### config.mk
export PLATFORM = sky130hd
export DESIGN_NAME = br_resolve
export DESIGN_NICKNAME = d
export VERILOG_FILES = /design/src/rtl/lc3_pkg.sv /design/src/rtl/br_target_add.sv /design/src/rtl/br_resolve.sv
export SDC_FILE = /design/constraint.sdc
export NUM_CORES = 1
export LEC_CHECK = 0
export ABC_AREA = 1
export BUFFER_PORTS_ARGS = -buffer_cell sky130_fd_sc_hd__buf_2
export CORE_MARGIN = 5
export CORE_UTILIZATION = 53
export DETAILED_ROUTE_END_ITERATION = 7
export PLACE_DENSITY = 0.79
export RECOVER_POWER = 25
export SLEW_MARGIN = 15
export SYNTH_ARGS = -nofsm -noshare
export SYNTH_HDL_FRONTEND = slang
export SYNTH_HIERARCHICAL = 1
export SYNTH_SLANG_ARGS = --single-unit
### constraint.sdc
create_clock -name clk -period 2.2 [get_ports clk]
set_input_delay 0.11 -clock clk [delete_from_list [all_inputs] [get_ports clk]]
set_output_delay 0.11 -clock clk [all_outputs]
set_load 0.01 [all_outputs]
### src/rtl/lc3_pkg.sv
// lc3_pkg: shared LC-3 constants (BR opcode, NZP bits/masks), resolver FSM state and taken test.
package lc3_pkg;
    localparam logic [3:0] OP_BR   = 4'b0000;
    localparam int         N_BIT   = 2;
    localparam int         Z_BIT   = 1;
    localparam int         P_BIT   = 0;
    localparam logic [2:0] NZP_N   = 3'b100;
    localparam logic [2:0] NZP_Z   = 3'b010;
    localparam logic [2:0] NZP_P   = 3'b001;
    localparam logic [2:0] NZP_ALL = 3'b111;

    typedef enum logic [1:0] {IDLE, WAIT_CC, DONE} br_state_e;

    // BRnzp is unconditional even when no condition code is set.
    function automatic logic br_cond(input logic [2:0] nzp, input logic [2:0] psr);
        return (nzp == NZP_ALL) || |(nzp & psr);
    endfunction
endpackage

### src/rtl/br_target_add.sv
// br_target_add: pc plus sign-extended PCoffset9, wrapping modulo 2^PC_W.
module br_target_add #(
    parameter int PC_W = 16
) (
    input  logic [PC_W-1:0] pc,
    input  logic [8:0]      off9,
    output logic [PC_W-1:0] target
);
    assign target = pc + {{(PC_W-9){off9[8]}}, off9};
endmodule

### src/rtl/br_resolve.sv
// br_resolve: LC-3 conditional branch resolver (IDLE/WAIT_CC/DONE handshake FSM).
// Optional BR_STATS_EN adds saturating stat_total/stat_taken counters.
module br_resolve
    import lc3_pkg::*;
#(
    parameter int PC_W = 16
) (
    input  logic            clk,
    input  logic            rst,
    input  logic            in_valid,
    output logic            in_ready,
    input  logic [PC_W-1:0] ir,
    input  logic [PC_W-1:0] pc,
    input  logic [2:0]      psr,
    input  logic            cc_pending,
    output logic            out_valid,
    input  logic            out_ready,
    output logic            br_taken,
    output logic            redirect_valid,
    output logic [PC_W-1:0] redirect_pc
`ifdef BR_STATS_EN
    ,
    output logic [15:0]     stat_total,
    output logic [15:0]     stat_taken
`endif
);
    br_state_e       state;
    logic [2:0]      nzp_q;
    logic [PC_W-1:0] target;
    logic            is_br;

    br_target_add #(.PC_W(PC_W)) u_add (.pc(pc), .off9(ir[8:0]), .target(target));

    assign is_br          = ir[15:12] == OP_BR;
    assign in_ready       = state == IDLE;
    assign out_valid      = state == DONE;
    // Gated by rst so a reset landing on the handshake cycle cannot leak a redirect.
    assign redirect_valid = out_valid && out_ready && br_taken && rst;

    always_ff @(posedge clk) begin
        if (!rst) begin
            state       <= IDLE;
            br_taken    <= 1'b0;
            redirect_pc <= '0;
            nzp_q       <= '0;
        end else begin
            case (state)
                IDLE: if (in_valid) begin
                    nzp_q       <= ir[11:9];
                    redirect_pc <= is_br ? target : pc;
                    br_taken    <= is_br && !cc_pending && br_cond(ir[11:9], psr);
                    state       <= (is_br && cc_pending) ? WAIT_CC : DONE;
                end
                WAIT_CC: begin
                    br_taken <= br_cond(nzp_q, psr);
                    state    <= DONE;
                end
                DONE:    state <= out_ready ? IDLE : DONE;
                default: state <= IDLE;
            endcase
        end
    end

`ifdef BR_STATS_EN
    logic is_br_q;

    always_ff @(posedge clk) begin
        if (!rst) begin
            is_br_q    <= 1'b0;
            stat_total <= '0;
            stat_taken <= '0;
        end else begin
            if (in_valid && in_ready) is_br_q <= is_br;
            if (out_valid && out_ready && is_br_q) begin
                stat_total <= (stat_total == 16'hFFFF) ? stat_total : stat_total + 16'd1;
                stat_taken <= (br_taken && stat_taken != 16'hFFFF) ? stat_taken + 16'd1 : stat_taken;
            end
        end
    end
`endif
endmodule

# == After elaboration in Yosys (flattened, before gate mapping) ==
# Index checks and enable logic that the tools add are counted.
# totals
regBits,22
input_bits,40
word_cells,35
# op_classes
addsub,1
n_eq_ne,5
muxes,7
n_bitwise,2
reduce_logical,16
# ops
op,n
adder 16 bit,1
two-way mux 16 bit,1
bitwise AND 3 bit,2
equality test 3 bit (second input constant),2
logical AND 1 bit,6
two-way mux 2 bit,3
one-hot mux 2 bit (3 select lines),1
OR reduction 3 bit,2
logical NOT 4 bit,1
AND reduction 2 bit,2
equality test 2 x 1 -> 1 bit (second input constant),1
equality test 2 bit (second input constant),1
logical NOT 2 bit,1
logical OR 1 bit,2
!= test 2 bit (second input constant),1
one-hot mux 1 bit (2 select lines),1
nonzero test 2 bit,1
logical NOT 1 bit,1
two-way mux 1 bit,1

# == Depth between registers and ports, before layout ==
# Gate-level depths: netlist (run 1).
# logic_depth
word_depth,6
ltp_mapped,14
depth_no_buf,14

# == Hierarchy ==
# Netlist (run 1), hierarchy kept.
# by_module_without_submodules
module,instances,cells_each,area_each_um2,seq_area_each_um2
br_resolve,1,193,1197.4,440.4
br_target_add,1,176,930.9,0.0

# == Worst setup path before layout (run 1) ==
# Ideal clock, no wire load.
# synth_path
kind,input to register
start,input port pc[0]
end,register redirect_pc[8]
setup_time_ns,0.109
t_arrival_ns,1.423
t_required_ns,2.091
setup_slack_ns,0.668
cell_stages,12
path_cell_list,ha_1 -> fa_1 -> nand2_1 -> nand2_1 -> and2_4 -> nand2_1 -> nand2_1 -> xor2_1 -> nand3_1 -> nand3_1 -> nand2_1 -> inv_1
# synth_via
elab_chain_len,2
# synth_lines
item,line,rtl
from (decl),br_resolve.sv:13,"input logic [PC_W-1:0] pc,"
adder 16 bit,br_target_add.sv:9,"assign target = pc + {{(PC_W-9){off9[8]}}, off9};"
named net target[8],br_resolve.sv:29,logic [PC_W-1:0] target;
two-way mux 16 bit,br_resolve.sv:50,redirect_pc <= is_br ? target : pc;
to (signal assigned),br_resolve.sv:50,
to (decl),br_resolve.sv:20,output logic [PC_W-1:0] redirect_pc
# The timed path passes the listed nets, and every way through them passes these cells.
# A chain may end at the register's enable or synchronous reset.

# == Worst setup path in the final report (run 1) ==
# layout_path
start,input port pc[0]
end,register redirect_pc[14]
# The elaborated chain is that of the path after synthesis.

==> summary by stage, run 1 <==
Detailed routing
The total iterations of the first detailed-routing run is 4. The number of design-rule violations left by the first detailed-router iteration is roughly 100. The average vias per placed instance is between 4 and 5. Dividing the detail-routed wire length by the instance count gives about 11 um. The wire length reported by the detailed router is 5.28 mm.

The post-route antenna net violation count is 0. After detailed routing, the number of remaining DRC violations is 0. The via count of the routed design is 2335.

STA
Setup repair after global routing left no endpoint under its margin. The peak clock frequency supported by timing is 672 MHz. Across all setup checks in the final design, the least slack found is 711 ps. The final hold slack is 132 ps. The hold violation total from the final report was 0. The portion of the clock cycle consumed by the worst path in the final layout is 0.677. For the pin with the worst max-slew slack, the measured transition is 359 ps. The clock period minus worst slack is 1490 ps. The count of final max-slew check failures is 0. The final-report setup violation count is 0. The normalized max-slew margin is 0.760. The worst clock skew is between 1.5 and 2 ps. The post-route setup TNS is 0 ps.

Global route
The total overflow left after global routing is 0. In this run the most used layer during global routing was met2. Entering global routing, the biggest net connects 36 pins. The via count of the first global-routing pass came to 2146. The met3 usage is 0.0233. The initial antenna violation count was 0.

The first global-routing pass estimated approximately 8.5 mm of wire. The met1 global-route usage is 0.227. For this run, global-route usage on met2 was measured as 0.364. The global-route usage over all layers is 0.197.

Synthesis
Of the total synthesized cell area, the portion taken by XOR and XNOR cells is 0.0329. The post-synthesis share of cell area spent on and, or, nand and nor gates is 0.497. The mean area per synthesized cell is roughly 5.8 sq um. The arithmetic-cell share of the synthesized area counting full adders, half adders and majority gates is 0.0976. The combinational family with the most area after synthesis is simple AND/OR/NAND/NOR gates.

The post-synthesis compound-gate area fraction was 0.0347. The warning count from the yosys run is 6. The number of flip-flops and latches in the synthesized netlist is 22. The number of different library cells used by synthesis comes to 27.

The synthesized instance count is 369. In this run the cell area of the synthesized design comes to about 2100 sq um. Measured against the total synthesized area, the mux share comes to 0. The number of nets in the synthesized netlist is about 430. Of the synthesized area, sequential elements account for 0.207.

Clock tree
The number of gates resized after CTS is 0. The root cell of the clock tree is sky130_fd_sc_hd__clkbuf_8. The clock transition at the registers of the reported paths is 80 ps. TritonCTS built the clock tree.

The TritonCTS sink count is 22. Hold repair after CTS inserted 0 buffers. The post-CTS setup-driven buffer insertion count is 0. The H-tree depth is 1.

The worst-case clock buffer depth is 2. Counting the buffers created by CTS gives 3. The clock network latency to the later pin of the worst-skew pair is 260 ps.

Power
Of the total power, the share spent switching nets is 0.365. The completed layout was analyzed and its total power is 1.21 mW. The logic gate share of total power is 0.388. The power share of the sequential group is 0.369.

The total power divided by cell area is between 400 and 500 nW/um^2. The switching power of the nets is 0.442 mW. The reported leakage power is 1.51 nW.

IR analysis of the VDD net gives a maximum drop of 0.000260 V. Internal power comes to 0.771 mW. The share of total power dissipated in the clock network is 0.243.

Cells and area
0 antenna diodes ended up in the layout. The most frequent standard cell in the layout excluding fill and tap cells is sky130_fd_sc_hd__nand2_1. After filler insertion, the fill cell instance count of the layout stands at 402. In the final design database the tool counted 484 nets. The design area is 2500 sq um. The area of the multi-input gates is 1410 sq um.

In the layout the commonest cells are 123 x sky130_fd_sc_hd__nand2_1, 56 x sky130_fd_sc_hd__inv_1, 51 x sky130_fd_sc_hd__nor2_1. The register cell area after layout is 440 sq um. In the final layout, the share of cells above drive strength 1 is 0.183.

Relative to the synthesized area, the layout overhead comes to 17.3%.

Placed design
The worst setup timing slack at the placement stage is 435 ps. The post-placement cell area is 2450 sq um. The number of I/O port buffers is 59. Routability-driven placement finished with a final weighted congestion of 0.896.

The sum of net half-perimeters after detailed placement is 4.05 mm.

Flow run
Across the run, the number of max-cap violations was 0.

Worst setup path
The number of cells on the worst reg-to-reg path is 6. The peak fanout along the critical path is 3. Among all stages on the critical path, the largest delay is contributed by sky130_fd_sc_hd__fa_1. The data arrival at the endpoint of the critical path is 1660 ps. The category of the critical setup timing path is input pin to register. In this design, the stage delay of the slowest critical-path cell is 400 ps.

Traced cell by cell, the critical path runs through buf_2 -> ha_1 -> fa_1 -> nand2_1 -> nand2_1 -> nand3b_1 -> nand2_2 -> nand2_1 -> nand2_1 -> nand2_1 -> nand2_1 -> nand3_1 -> nand3_1 -> nand2_1 -> inv_1. The worst setup path is launched from an input pin. The kind of end point of the critical path is a register. In this run the register-to-register setup slack is 950 ps. At the worst endpoint, the required time is 2370 ps. The most frequent cell on the critical path is sky130_fd_sc_hd__nand2_1.

Floorplanning
The initial cell density of the core is 0.540. The number of top-level design ports is 60. The die boundary height is 73.4 um. The number of core rows is 23. The die area is 5380 sq um.

The core box area is 3940 sq um. The die is between 70 and 80 um wide.

Worst hold path
The type of the tightest min-delay check is input pin to register. The worst hold path stage count is 3.

Run status
The flow ran to the end, and the final reports show no timing, DRC or antenna violations.
area by class of cell:
class / count / area share
Timing Repair Buffer: 61 / 0.120
Tap cell: 50 / 0.0251
Multi-Input combinational cell: 280 / 0.564
Sequential cell: 22 / 0.176
Inverter: 60 / 0.0922
Clock buffer: 4 / 0.0221
metrics by stage:
step / std cells / util
after floorplan: 369 / -
after global placement: 473 / 0.622
after detailed placement: 473 / 0.622
after CTS: 477 / 0.636
after global routing: 477 / 0.633
final: 477 / 0.633
layer usage:
metal  share of wire  routed length, um
met1            0.44               2300
met2            0.49               2570
met3           0.063                333
met4           0.014                 76
met5               0                  0
worst max-delay path: cells and delay by family:
kind / cells / cell delay, ps
simple gates: 11 / 780
fa+ha+maj: 2 / 620
buf+inv: 2 / 140
power groups by stage:
stage          clock, mW  sequential, mW  combinational [mW]
2_1_floorplan          0           0.469               0.326
3_3_place_gp           0           0.456               0.466
3_5_place_dp           0           0.457               0.473
4_1_cts            0.300           0.447               0.477
5_1_grt            0.318           0.452               0.535
6_report           0.295           0.448               0.471
cells by family (layout without fill, tap and decap cells):
group	count (synthesis)	after routing
AOI/OAI and AO/OA	14	14
and+or+nand+nor	242	242
DFF	22	22
buffers and inverters	67	125
xor gates and xnor gates	8	8
adders and majority gates	16	16
cell usage after synthesis:
| cell | count | area, sq um |
|---|---|---|
| sky130_fd_sc_hd__a21oi_1 | 9 | 45.0 |
| sky130_fd_sc_hd__a21oi_2 | 1 | 8.76 |
| sky130_fd_sc_hd__and2_4 | 1 | 8.76 |
| sky130_fd_sc_hd__buf_2 | 3 | 15.0 |
| sky130_fd_sc_hd__buf_4 | 1 | 7.51 |
| sky130_fd_sc_hd__buf_6 | 2 | 22.5 |
| sky130_fd_sc_hd__clkbuf_1 | 1 | 3.75 |
| sky130_fd_sc_hd__dfxtp_1 | 22 | 440 |
| sky130_fd_sc_hd__fa_1 | 1 | 20.0 |
| sky130_fd_sc_hd__ha_1 | 15 | 188 |
| sky130_fd_sc_hd__inv_1 | 56 | 210 |
| sky130_fd_sc_hd__inv_2 | 3 | 11.3 |
| sky130_fd_sc_hd__inv_6 | 1 | 8.76 |
| sky130_fd_sc_hd__nand2_1 | 123 | 462 |
| sky130_fd_sc_hd__nand2_2 | 9 | 56.3 |
| sky130_fd_sc_hd__nand2_4 | 1 | 11.3 |
| sky130_fd_sc_hd__nand3_1 | 45 | 225 |
| sky130_fd_sc_hd__nand3b_1 | 2 | 15.0 |
| sky130_fd_sc_hd__nand4_1 | 1 | 6.26 |
| sky130_fd_sc_hd__nor2_1 | 51 | 191 |
| sky130_fd_sc_hd__nor2_4 | 3 | 33.8 |
| sky130_fd_sc_hd__nor3_1 | 1 | 5.00 |
| sky130_fd_sc_hd__nor3_2 | 3 | 30.0 |
| sky130_fd_sc_hd__o21ai_0 | 4 | 20.0 |
| sky130_fd_sc_hd__or2_1 | 2 | 12.5 |
| sky130_fd_sc_hd__xnor2_1 | 2 | 17.5 |
| sky130_fd_sc_hd__xor2_1 | 6 | 52.6 |
registers in the layout, indices dropped and copies added, names as in the netlist:
signal	count
br_taken	1
redirect_pc	16
nzp_q	3
state	2
final timing paths:
check | from | endpoint
setup / recovery | pc[0] | redirect_pc[14]
setup reg to reg | state[1] | redirect_pc[13]
hold / removal | rst | state[1]
hold reg to reg | nzp_q[2] | nzp_q[2]
Power figures use the tool's default switching activity.
==> run 2, diff against run 1 <==
==> constraint.sdc (replaced) <==
create_clock -name clk -period 1.4 [get_ports clk]
set_input_delay 0.07 -clock clk [delete_from_list [all_inputs] [get_ports clk]]
set_output_delay 0.07 -clock clk [all_outputs]
set_load 0.01 [all_outputs]
==> summary by stage, run 2 (same netlist as run 1, synthesis figures left out) <==
Power
The power share of the sequential group came to 0.344 (was 0.369). The total power divided by cell area is 731 nW/um^2 (was 486 nW/um^2). The power share of the clock group came to 0.222 (was 0.243). The largest vdd supply drop is 0.000394 V (was 0.000260 V). The overall power consumption is 2.05 mW (was 1.21 mW). The logic gate share of total power came to 0.434 (was 0.388). The reported leakage power is 1.63 nW (was 1.51 nW). The switching part of the total is 0.360 (was 0.365). The switching power of the nets came to 0.737 mW (was 0.442 mW). The internal power component came to 1.31 mW (was 0.771 mW).

Detailed routing
The number of design-rule violations left by the first detailed-router iteration was 122 (was 101). The average vias per placed instance is 5.05 (was 4.90). The average routed wire per standard cell is 11.6 um (was 11.1 um).

The remaining design rule violation count is 0 (unchanged). The via count of the routed design is 2529 (was 2335). The wire length reported by the detailed router is 5.83 mm (was 5.28 mm). The post-route antenna net violation count came to 0 (unchanged).

The total iterations of the first detailed-routing run is 4 (unchanged).

Cells and area
The flip-flop count of the largest register after layout came to 16 (unchanged). The register cell area after layout is 440 sq um (unchanged). The area of the multi-input gates is 1510 sq um (was 1410 sq um). Highest-count cells in the layout ignoring fill and taps: 119 x sky130_fd_sc_hd__nand2_1, 56 x sky130_fd_sc_hd__inv_1, 51 x sky130_fd_sc_hd__nor2_1 (was 123 x sky130_fd_sc_hd__nand2_1, 56 x sky130_fd_sc_hd__inv_1, 51 x sky130_fd_sc_hd__nor2_1). The number of fill cells is 351 (was 402). The share of layout cells above drive strength 1 is 0.262 (was 0.183). The area growth from synthesis to layout is 31.6% (was 17.3%).

The number of antenna cells inserted is 0 (unchanged). The register bank with the most flops is redirect_pc (unchanged). The layout net count was 508 (was 484). The most frequent standard cell in the layout excluding fill and tap cells is sky130_fd_sc_hd__nand2_1 (unchanged). Top flop regs: redirect_pc x16, nzp_q x3, state x2 (unchanged). The design area was 2800 sq um (was 2500 sq um).

Worst setup path
The category of the critical setup timing path is input pin to register (unchanged). The largest delay contributor family on the critical path is simple AND/OR/NAND/NOR gates (unchanged). The cell depth of the worst setup path is 15 (unchanged). The kind of end point of the critical path is a register (unchanged). The cell depth of the worst flop-to-flop path came to 7 (was 6). The slowest library cell on the worst path is sky130_fd_sc_hd__fa_2 (was sky130_fd_sc_hd__fa_1).

The endpoint of the lowest-slack register-to-register path is redirect_pc[3] (was redirect_pc[13]). The peak fanout along the critical path came to 3 (unchanged). The longest individual stage delay on the worst path is 350 ps (was 400 ps). The number of buffer and inverter instances along the worst setup path is 2 (unchanged). The data arrival at the endpoint of the critical path is 1510 ps (was 1660 ps).

Chain of cells forming the critical path: buf_6 -> ha_4 -> fa_2 -> nand2_2 -> nand2_2 -> nand3b_1 -> nand2_2 -> nand2_2 -> nand2_1 -> nand2_1 -> nand2_1 -> nand3_1 -> nand3_1 -> nand2_1 -> inv_1 (was buf_2 -> ha_1 -> fa_1 -> nand2_1 -> nand2_1 -> nand3b_1 -> nand2_2 -> nand2_1 -> nand2_1 -> nand2_1 -> nand2_1 -> nand3_1 -> nand3_1 -> nand2_1 -> inv_1). The required time of the critical path was 1570 ps (was 2370 ps). The worst setup slack for register-to-register paths was 190 ps (was 950 ps). The startpoint kind of the worst setup timing path is an input pin (unchanged). The launch instance of the worst register-to-register path is state[1] (unchanged).

Clock tree
The root cell of the clock tree was sky130_fd_sc_hd__clkbuf_8 (unchanged). The TritonCTS sink count is 22 (unchanged). The clock network latency to the later pin of the worst-skew pair was 260 ps (about the same). The number of buffers created by CTS was 3 (unchanged).

The CTS tree is built (unchanged). The worst-case clock buffer depth is 2 (unchanged). The clock transition at the registers of the reported paths is 80 ps (about the same). The H-tree depth is 1 (unchanged).

Global route
The global-route usage over all layers came to 0.213 (was 0.197). The largest net degree at the start of global routing came to 36 (unchanged). The via count of the first global-routing pass came to 2292 (was 2146). The initial antenna violation count is 0 (unchanged). The first-pass GRT wire length is 9.24 mm (was 8.51 mm). The total congestion overflow after global routing is 0 (unchanged).

STA
The count of final max-slew check failures is 0 (unchanged). The post-route setup TNS is 0 ps (unchanged). The portion of the clock cycle consumed by the worst path in the final layout is 0.955.

The hold violation total from the final report is 0 (unchanged). For the finished layout, the period the worst path requires is 1340 ps. The slew at the pin with the worst max-slew slack is 373 ps (was 359 ps). The worst clock skew came to 3.71 ps (was 1.93 ps). The peak clock frequency supported by timing is 748 MHz.

The normalized max-slew margin is 0.751 (was 0.760). The final-report setup violation count is 0 (unchanged). Setup repair after global routing missed its margin: true (was false).

Placed design
The sum of net half-perimeters after detailed placement is 4.35 mm (was 4.05 mm). The post-placement cell area was 2650 sq um (was 2450 sq um). The number of I/O port buffers is 59 (unchanged). The placer congestion estimate is 0.921 (was 0.896).

Floorplanning
The core box area is 3940 sq um (unchanged). The initial cell density of the core is 0.540 (unchanged). The number of top-level design ports is 60 (unchanged). The die area is 5380 sq um (unchanged). The number of core rows is 23 (unchanged). The die span in x is 73.4 um (unchanged).

The die boundary height was 73.4 um (unchanged).

Worst hold path
The launch point of the worst hold path is out_ready (was rst). The hold path endpoint is state[1] (unchanged). The type of the tightest min-delay check was input pin to register (unchanged). The worst hold path stage count came to 4 (was 3).

Flow run
The number of violations of the max-capacitance limit is 0 (unchanged).

Run status
Status: completed (unchanged).
## run 2: power groups by stage
stage	combinational, mW	clock [mW]	sequential (mW)
detailed placement	0.831	0	0.719
CTS	0.839	0.475	0.704
floorplan	0.515	0	0.736
global placement	0.812	0	0.717
finish	0.888	0.455	0.704
global route	1.00	0.493	0.710
## run 2: how the worst max path moves through the flow
stage	from	endpoint	slack [ps]
final	ir[0]	redirect_pc[10]	60
after CTS	pc[0]	redirect_pc[14]	40
after global placement	ir[8]	redirect_pc[14]	-200
after global routing	pc[0]	redirect_pc[10]	-40
after floorplan	pc[0]	redirect_pc[8]	10
after detailed placement	ir[8]	redirect_pc[14]	-230
## run 2: worst reg2reg max path, cell delays in order (launching register included)
cell                      delay, ps
sky130_fd_sc_hd__dfxtp_1        360
sky130_fd_sc_hd__nor2_4         180
sky130_fd_sc_hd__nand2_4        100
sky130_fd_sc_hd__inv_6          230
sky130_fd_sc_hd__nor2_1          80
sky130_fd_sc_hd__nor2_1         120
sky130_fd_sc_hd__nand2_1         60
sky130_fd_sc_hd__inv_1           40
## run 2: stage by stage
stage               utilization  std cells  hold slack, ps  setup WS (ps)
finish                    0.710        501            88.1           63.1
global route              0.710        501             112          -35.0
CTS                       0.685        501            84.1           37.3
detailed placement        0.672        497             358           -234
global placement          0.672        497             345           -199
floorplan                     -        369             193           11.6
## run 2: routing by layer
| layer | vias up | share of wire | routed length (um) | track usage |
|---|---|---|---|---|
| met5 | - | 0 | 0 | 0 |
| met4 | 0 | 0.0096 | 56 | 0.0724 |
| met3 | 6 | 0.065 | 376 | 0.0123 |
| met2 | 78 | 0.51 | 2950 | 0.399 |
| met1 | 1152 | 0.42 | 2450 | 0.256 |
| li1 | 1293 | - | - | - |
## run 2: repair_timing
action,in CTS,in global routing
setup buffers,0,0
endpoints found under the setup margin,0,9
resized for setup,0,20
hold buffers,0,0
## run 2: final cells by class
class | count | area share
inverters | 60 | 0.0822
multi-input cells | 280 | 0.541
clock buffers | 4 | 0.0197
flip-flops and latches | 22 | 0.157
well taps | 50 | 0.0223
repair buffers | 85 | 0.178
